--- config.mk ---
export PLATFORM = sky130hd
export DESIGN_NAME = syn_vcortex_sram_arb
export DESIGN_NICKNAME = d
export VERILOG_FILES = /design/src/rtl/syn_vcortex_pkg.sv /design/src/rtl/syn_vcortex_arb_sel.sv /design/src/rtl/syn_vcortex_sram_arb.sv
export SDC_FILE = /design/constraint.sdc
export NUM_CORES = 1
export LEC_CHECK = 0
export CAP_MARGIN = 20
export CORE_ASPECT_RATIO = 0.8
export CORE_MARGIN = 4
export CORE_UTILIZATION = 55
export CTS_BUF_LIST = sky130_fd_sc_hd__clkbuf_8
export DETAILED_ROUTE_END_ITERATION = 16
export DONT_BUFFER_PORTS = 1
export GPL_TIMING_DRIVEN = 0
export HOLD_SLACK_MARGIN = 0.06
export PLACE_DENSITY = 0.75
export SYNTH_ARGS = -nofsm -noshare
export SYNTH_HDL_FRONTEND = slang
export SYNTH_SLANG_ARGS = --single-unit
--- constraint.sdc ---
create_clock -name sys_clk_50 -period 3.58 [get_ports sys_clk_50]
set_input_delay 0.358 -clock sys_clk_50 [delete_from_list [all_inputs] [get_ports sys_clk_50]]
set_output_delay 0.358 -clock sys_clk_50 [all_outputs]
set_load 0.03 [all_outputs]
--- src/rtl/syn_vcortex_pkg.sv ---
// Shared types and constants for the vcortex SRAM arbiter slice.
package syn_vcortex_pkg;

  localparam int SRAM_ADDR_W = 18;
  localparam int SRAM_DATA_W = 16;
  // Wide enough for the largest legal VGA burst limit (15).
  localparam int BURST_CNT_W = 4;

  typedef enum logic [1:0] {
    ARB_VGA = 2'd0,
    ARB_GPU = 2'd1,
    ARB_LB  = 2'd2
  } arb_id_t;

  typedef enum logic [1:0] {
    IDLE = 2'd0,
    ACC  = 2'd1,
    END  = 2'd2
  } sram_arb_fsm_t;

  // One-hot requester vector: bit0 VGA, bit1 GPU, bit2 LB.
  function automatic logic [2:0] arb_onehot(arb_id_t id);
    logic [2:0] oh;
    oh = 3'b000;
    case (id)
      ARB_VGA: oh = 3'b001;
      ARB_GPU: oh = 3'b010;
      ARB_LB:  oh = 3'b100;
      default: oh = 3'b000;
    endcase
    return oh;
  endfunction

endpackage

--- src/rtl/syn_vcortex_arb_sel.sv ---
// Combinational grant selection: VGA first unless its burst limit is reached
// while someone else waits; GPU and LB share by round-robin.
module syn_vcortex_arb_sel
  import syn_vcortex_pkg::*;
#(
  parameter int VGA_BURST_MAX = 4
) (
  input  logic                   vga_req,
  input  logic                   gpu_req,
  input  logic                   lb_req,
  input  logic [BURST_CNT_W-1:0] burst_cnt,
  input  logic                   rr_ptr,      // 0 favours GPU, 1 favours LB
  output logic                   grant_valid,
  output arb_id_t                grant_id
);

  logic vga_capped;

  // Pick the winner among the currently asserted requests.
  always_comb begin
    vga_capped  = (burst_cnt == BURST_CNT_W'(VGA_BURST_MAX)) && (gpu_req || lb_req);
    grant_valid = vga_req || gpu_req || lb_req;
    grant_id    = ARB_VGA;
    if (vga_req && !vga_capped) begin
      grant_id = ARB_VGA;
    end else if (gpu_req && lb_req) begin
      grant_id = rr_ptr ? ARB_LB : ARB_GPU;
    end else if (gpu_req) begin
      grant_id = ARB_GPU;
    end else if (lb_req) begin
      grant_id = ARB_LB;
    end
  end

endmodule

--- src/rtl/syn_vcortex_sram_arb.sv ---
// Three-way arbitrating controller for the external 256K x 16 async SRAM.
// Every granted access is a fixed two-cycle SRAM cycle (ACC then END); all
// pin outputs come straight from flops.
//
// Handshake: a requester raises <r>_req and holds req/addr/wdata stable until
// the edge that ends the cycle in which <r>_ack is high. ack is a single-cycle
// pulse; for reads, <r>_rd_valid pulses one cycle after ack with rd_data valid,
// and rd_data holds until the next read returned to that requester.
module syn_vcortex_sram_arb #(
  parameter int SRAM_ADDR_W   = 18,
  parameter int SRAM_DATA_W   = 16,
  parameter int VGA_BURST_MAX = 4
) (
  input  logic                   sys_clk_50,
  input  logic                   sys_rst,
  input  logic                   vga_req,
  input  logic [SRAM_ADDR_W-1:0] vga_addr,
  output logic                   vga_ack,
  output logic                   vga_rd_valid,
  output logic [SRAM_DATA_W-1:0] vga_rd_data,
  input  logic                   gpu_req,
  input  logic                   gpu_wr,
  input  logic [SRAM_ADDR_W-1:0] gpu_addr,
  input  logic [SRAM_DATA_W-1:0] gpu_wdata,
  output logic                   gpu_ack,
  output logic                   gpu_rd_valid,
  output logic [SRAM_DATA_W-1:0] gpu_rd_data,
  input  logic                   lb_req,
  input  logic                   lb_wr,
  input  logic [SRAM_ADDR_W-1:0] lb_addr,
  input  logic [SRAM_DATA_W-1:0] lb_wdata,
  output logic                   lb_ack,
  output logic                   lb_rd_valid,
  output logic [SRAM_DATA_W-1:0] lb_rd_data,
  output logic [SRAM_ADDR_W-1:0] sram_addr,
  output logic [SRAM_DATA_W-1:0] sram_wdata,
  output logic                   sram_dq_oe,
  input  logic [SRAM_DATA_W-1:0] sram_rdata,
  output logic                   sram_ce_n,
  output logic                   sram_oe_n,
  output logic                   sram_we_n,
  output logic                   sram_lb_n,
  output logic                   sram_ub_n,
  output logic [1:0]             dbg_state
);

  import syn_vcortex_pkg::arb_id_t;
  import syn_vcortex_pkg::ARB_VGA;
  import syn_vcortex_pkg::ARB_GPU;
  import syn_vcortex_pkg::ARB_LB;
  import syn_vcortex_pkg::sram_arb_fsm_t;
  import syn_vcortex_pkg::IDLE;
  import syn_vcortex_pkg::ACC;
  import syn_vcortex_pkg::END;
  import syn_vcortex_pkg::BURST_CNT_W;
  import syn_vcortex_pkg::arb_onehot;

  sram_arb_fsm_t          state_q, state_d;
  arb_id_t                owner_q, owner_d;
  logic                   wr_q, wr_d;
  logic [BURST_CNT_W-1:0] burst_cnt_q, burst_cnt_d;
  logic                   rr_q, rr_d;
  logic [2:0]             ack_q, ack_d;
  logic [2:0]             rd_valid_q, rd_valid_d;
  logic [SRAM_DATA_W-1:0] vga_rd_data_q, vga_rd_data_d;
  logic [SRAM_DATA_W-1:0] gpu_rd_data_q, gpu_rd_data_d;
  logic [SRAM_DATA_W-1:0] lb_rd_data_q, lb_rd_data_d;
  logic [SRAM_ADDR_W-1:0] addr_q, addr_d;
  logic [SRAM_DATA_W-1:0] wdata_q, wdata_d;
  logic                   dq_oe_q, dq_oe_d;
  logic                   ce_n_q, ce_n_d;
  logic                   oe_n_q, oe_n_d;
  logic                   we_n_q, we_n_d;
  logic                   bl_n_q, bl_n_d;

  logic                   grant_valid;
  arb_id_t                grant_id;
  logic                   sel_wr;
  logic [SRAM_ADDR_W-1:0] sel_addr;
  logic [SRAM_DATA_W-1:0] sel_wdata;

  syn_vcortex_arb_sel #(
    .VGA_BURST_MAX(VGA_BURST_MAX)
  ) u_arb_sel (
    .vga_req    (vga_req),
    .gpu_req    (gpu_req),
    .lb_req     (lb_req),
    .burst_cnt  (burst_cnt_q),
    .rr_ptr     (rr_q),
    .grant_valid(grant_valid),
    .grant_id   (grant_id)
  );

  // Route the winning requester's command fields.
  always_comb begin
    sel_wr    = 1'b0;
    sel_addr  = vga_addr;
    sel_wdata = wdata_q;
    case (grant_id)
      ARB_GPU: begin
        sel_wr    = gpu_wr;
        sel_addr  = gpu_addr;
        sel_wdata = gpu_wdata;
      end
      ARB_LB: begin
        sel_wr    = lb_wr;
        sel_addr  = lb_addr;
        sel_wdata = lb_wdata;
      end
      default: begin
        sel_wr    = 1'b0;
        sel_addr  = vga_addr;
        sel_wdata = wdata_q;
      end
    endcase
  end

  // Next-state: FSM, arbitration bookkeeping and registered SRAM pins.
  always_comb begin
    state_d       = state_q;
    owner_d       = owner_q;
    wr_d          = wr_q;
    burst_cnt_d   = burst_cnt_q;
    rr_d          = rr_q;
    ack_d         = 3'b000;
    rd_valid_d    = 3'b000;
    vga_rd_data_d = vga_rd_data_q;
    gpu_rd_data_d = gpu_rd_data_q;
    lb_rd_data_d  = lb_rd_data_q;
    addr_d        = addr_q;
    wdata_d       = wdata_q;
    dq_oe_d       = dq_oe_q;
    ce_n_d        = ce_n_q;
    oe_n_d        = oe_n_q;
    we_n_d        = we_n_q;
    bl_n_d        = bl_n_q;

    case (state_q)
      ACC: begin
        // Close the strobe; ce_n/addr/wdata/dq_oe stay for write hold.
        state_d = END;
        oe_n_d  = 1'b1;
        we_n_d  = 1'b1;
        if (!wr_q) begin
          rd_valid_d = arb_onehot(owner_q);
          case (owner_q)
            ARB_GPU: gpu_rd_data_d = sram_rdata;
            ARB_LB:  lb_rd_data_d  = sram_rdata;
            default: vga_rd_data_d = sram_rdata;
          endcase
        end
      end
      IDLE, END: begin
        // Arbitration slot: a VGA grant extends the burst, anything else ends it.
        if (grant_valid && grant_id == ARB_VGA) begin
          if (burst_cnt_q != BURST_CNT_W'(VGA_BURST_MAX)) begin
            burst_cnt_d = burst_cnt_q + 1'b1;
          end
        end else begin
          burst_cnt_d = '0;
        end
        if (grant_valid) begin
          state_d = ACC;
          owner_d = grant_id;
          wr_d    = sel_wr;
          ack_d   = arb_onehot(grant_id);
          addr_d  = sel_addr;
          ce_n_d  = 1'b0;
          bl_n_d  = 1'b0;
          oe_n_d  = sel_wr;
          we_n_d  = !sel_wr;
          dq_oe_d = sel_wr;
          if (sel_wr) begin
            wdata_d = sel_wdata;
          end
          if (grant_id != ARB_VGA) begin
            rr_d = !rr_q;
          end
        end else begin
          state_d = IDLE;
          ce_n_d  = 1'b1;
          bl_n_d  = 1'b1;
          oe_n_d  = 1'b1;
          we_n_d  = 1'b1;
          dq_oe_d = 1'b0;
        end
      end
      default: begin
        state_d = IDLE;
        ce_n_d  = 1'b1;
        bl_n_d  = 1'b1;
        oe_n_d  = 1'b1;
        we_n_d  = 1'b1;
        dq_oe_d = 1'b0;
      end
    endcase
  end

  // State registers; reset drops every strobe immediately, abandoning any access.
  always_ff @(posedge sys_clk_50 or posedge sys_rst) begin
    if (sys_rst) begin
      state_q       <= IDLE;
      owner_q       <= ARB_VGA;
      wr_q          <= 1'b0;
      burst_cnt_q   <= '0;
      rr_q          <= 1'b0;
      ack_q         <= 3'b000;
      rd_valid_q    <= 3'b000;
      vga_rd_data_q <= '0;
      gpu_rd_data_q <= '0;
      lb_rd_data_q  <= '0;
      addr_q        <= '0;
      wdata_q       <= '0;
      dq_oe_q       <= 1'b0;
      ce_n_q        <= 1'b1;
      oe_n_q        <= 1'b1;
      we_n_q        <= 1'b1;
      bl_n_q        <= 1'b1;
    end else begin
      state_q       <= state_d;
      owner_q       <= owner_d;
      wr_q          <= wr_d;
      burst_cnt_q   <= burst_cnt_d;
      rr_q          <= rr_d;
      ack_q         <= ack_d;
      rd_valid_q    <= rd_valid_d;
      vga_rd_data_q <= vga_rd_data_d;
      gpu_rd_data_q <= gpu_rd_data_d;
      lb_rd_data_q  <= lb_rd_data_d;
      addr_q        <= addr_d;
      wdata_q       <= wdata_d;
      dq_oe_q       <= dq_oe_d;
      ce_n_q        <= ce_n_d;
      oe_n_q        <= oe_n_d;
      we_n_q        <= we_n_d;
      bl_n_q        <= bl_n_d;
    end
  end

  assign vga_ack      = ack_q[0];
  assign gpu_ack      = ack_q[1];
  assign lb_ack       = ack_q[2];
  assign vga_rd_valid = rd_valid_q[0];
  assign gpu_rd_valid = rd_valid_q[1];
  assign lb_rd_valid  = rd_valid_q[2];
  assign vga_rd_data  = vga_rd_data_q;
  assign gpu_rd_data  = gpu_rd_data_q;
  assign lb_rd_data   = lb_rd_data_q;
  assign sram_addr    = addr_q;
  assign sram_wdata   = wdata_q;
  assign sram_dq_oe   = dq_oe_q;
  assign sram_ce_n    = ce_n_q;
  assign sram_oe_n    = oe_n_q;
  assign sram_we_n    = we_n_q;
  assign sram_lb_n    = bl_n_q;
  assign sram_ub_n    = bl_n_q;
  assign dbg_state    = state_q;

endmodule
==> metrics <==
status=finished, final reports clean; WP depth=10; DRT antenna net count=0; Slowest cell on crit path=a221oi_1; WS Path Type=flop to flop; CP Capture Type=flop; CTS tree=done; Avg Vias per Cell=about 6.2; Worst Hold Depth=1; Max Slew Vio Count=0; clk_skew=~12 ps; GRT overflow=0; DRC=0; Synth cell types=38; routability cong.=between 0.8 and 0.9; Port Buffers=0; fmax=323.6 MHz; Comb pwr share=0.218; routed wire length=between 10000 and 15000 µm; synthesis-to-layout area growth=8.150%; CP bufs+invs=4; ANT cells=0; wire per inst=~23 µm; crit path launch type=flop; Core Region=roughly 8000 µm²; Mapped Cells=350; commonest non-fill, non-tap cell in the layout=dfrtp_1; EDFF count, synth=0; Initial Utilization=0.5736; Num CTS Buffers=9; syn nets=471; Placed Cells=459; Hold Vio Cnt, Final=0; Clock Sinks=slightly above 100; Worst path max stage delay=roughly 460 ps; Sw Ratio=0.4732; die area=around 9900 µm²; Die W=roughly 110 µm; fillers=approximately 670; cell area after placement=~4800 µm²; mapped cell area=~4600 µm²; DR pass1 iterations=5; Power Total=4.703 mW; Tmin final=3090 ps; Row Count=29; Worst Max-Slew Pin Slew=~760 ps; maximum vdd drop=a little over 0.0006 V; Hold Path Class=input port to flop; clock share of power=0.148; Synth Area per Inst=roughly 13 µm²; P_leak=about 2.2 nW; sequential fraction of design power=0.634; post-route cell area=4997 µm²; clk slew on worst S/H paths=roughly 110 ps; Final Non-Filler Cells=~480; most frequent cells in the layout=dfrtp_1 (99), mux2_2 (75), nor2_1 (20), o21ai_0 (20), a221oi_1 (19); yosys warns=0; share of cells above drive strength 1=0.3342; Yosys reg bits=about 100; via count=~3000; register area share after synthesis=0.5532; Switching Power=between 2 and 2.5 mW; dpl hpwl=approximately 8500 µm; gr usage total=0.2213; initial antenna violation count=0; crit-path cells=inv_1 > ha_1 > nand3b_1 > a221oi_1 > inv_1 > ha_1 > buf_6 > clkbuf_1 > nor2_1 > o41ai_1; RSZ-0062 raised after global routing=false; initial drt markers=roughly 180; final cycle utilization of the critical path=0.8631; CP Data Required Time=~3800 ps; Max-Cap Viols=0; total power per unit cell area=about 940 nW/µm²; final setup fails=0; Max clock buf depth=2; internal power=approximately 2.5 mW; CP Max Fanout=10; vias in the first global route=between 3000 and 4000; Data arrival, critical path=~3300 ps; Async S/R FF share, synth=1.000; Root Driver=clkbuf_8; I/O pin total=between 200 and 250; H-tree levels=3; first-pass GRT wire length=~17000 µm; ys flop type=dfrtp_1; pin count of the biggest net entering global routing=65; clk_lat worst skew=360 ps; CP top delay family=compound AO/OA/AOI/OAI gates; hold_ws=139.4 ps; Die H=between 80 and 90 µm; Worst Reg-to-Reg Cells=10; slew margin rel.=0.4900; Final nets=between 400 and 500; Layout Utilization=0.6204
[cells in the mapped netlist (3+ instances only)]
| cell | count | area share |
|---|---|---|
| mux2_2 | 75 | 0.18 |
| inv_1 | 12 | 0.0097 |
| a221oi_1 | 20 | 0.038 |
| mux2_4 | 7 | 0.023 |
| ha_1 | 12 | 0.032 |
| buf_1 | 3 | 0.0024 |
| o21ai_0 | 20 | 0.022 |
| buf_4 | 6 | 0.0097 |
| clkbuf_1 | 11 | 0.0089 |
| dfrtp_1 | 99 | 0.54 |
| dfstp_2 | 3 | 0.017 |
| and2_1 | 8 | 0.011 |
| buf_2 | 6 | 0.0065 |
| nor2b_1 | 3 | 0.0041 |
| o41ai_1 | 18 | 0.034 |
| nor2_1 | 20 | 0.016 |
[sequential cells by signal, summed over array words and instances (netlist names), 2 cells and up]
name and cells:
ack_q 3, burst_cnt_q 4, dbg_state 2, gpu_rd_data 16, lb_rd_data 16, owner_q 2, rd_valid_q 3, sram_addr 18
sram_wdata 16, vga_rd_data 16
[kinds of logic after synthesis]
kind of cell,after synthesis,share of synthesized area
mux,82,0.2055
flops,102,0.5532
fa+ha+maj,12,0.03249
xor+xnor,1,0.001896
simple gates,44,0.05334
compound gates,68,0.1099
buf+inv,41,0.04360
[worst paths after layout]
path	from	to	slack, ps
max	burst_cnt_q[0]	sram_addr[2]	490
min	sram_rdata[8]	lb_rd_data[8]	140
max reg2reg	burst_cnt_q[0]	sram_addr[2]	490
min reg2reg	wr_q	wr_q	570
max in group asynchronous	sys_rst	sram_we_n	2390
min in group asynchronous	sys_rst	burst_cnt_q[3]	510
[area by class of cell]
cell class	instances	area [µm²]	share of cell area
well taps	108	135.1	0.02704
clock buffers	9	123.9	0.02479
flip-flops and latches	102	2556	0.5115
inverters	13	53.80	0.01077
plain buffers	27	146.4	0.02929
repair buffers	3	45.04	0.009014
multi-input cells	207	1869	0.3741
clock inverters	7	67.56	0.01352
[per-layer routing]
metal  GRT usage  part of all wire  up-vias
met4     0.05641             0.013        0
met5           0                 0        -
met2      0.3540              0.49      152
met1      0.2848              0.41     1490
met3     0.08591             0.087       14
li1            -                 -     1304
[power groups by stage]
stage                     logic [mW]  clock network, mW  registers [mW]
after floorplan                0.863                  0            2.85
after global placement         0.979                  0            2.99
after detailed placement        1.04                  0            3.00
after CTS                       1.04              0.723            2.99
after global routing            1.15              0.765            3.04
final                           1.03              0.695            2.98
[timing repair]
action                                  4_1_cts  5_1_grt
endpoints found under the hold margin        36        0
endpoints found under the setup margin        7        9
hold buffers                                  1        0
buffers inserted                              1        0
pin swaps                                     1        0
resized for setup                             0        1
[metrics by stage]
step                setup slack (ps)  TNS [ps]
CTS                            109.3         0
floorplan                      551.5         0
global route                   309.4         0
finish                         490.2         0
global placement              -399.9    -39270
detailed placement            -56.98    -342.2
Note: power is estimated with default switching activity, not from simulation.
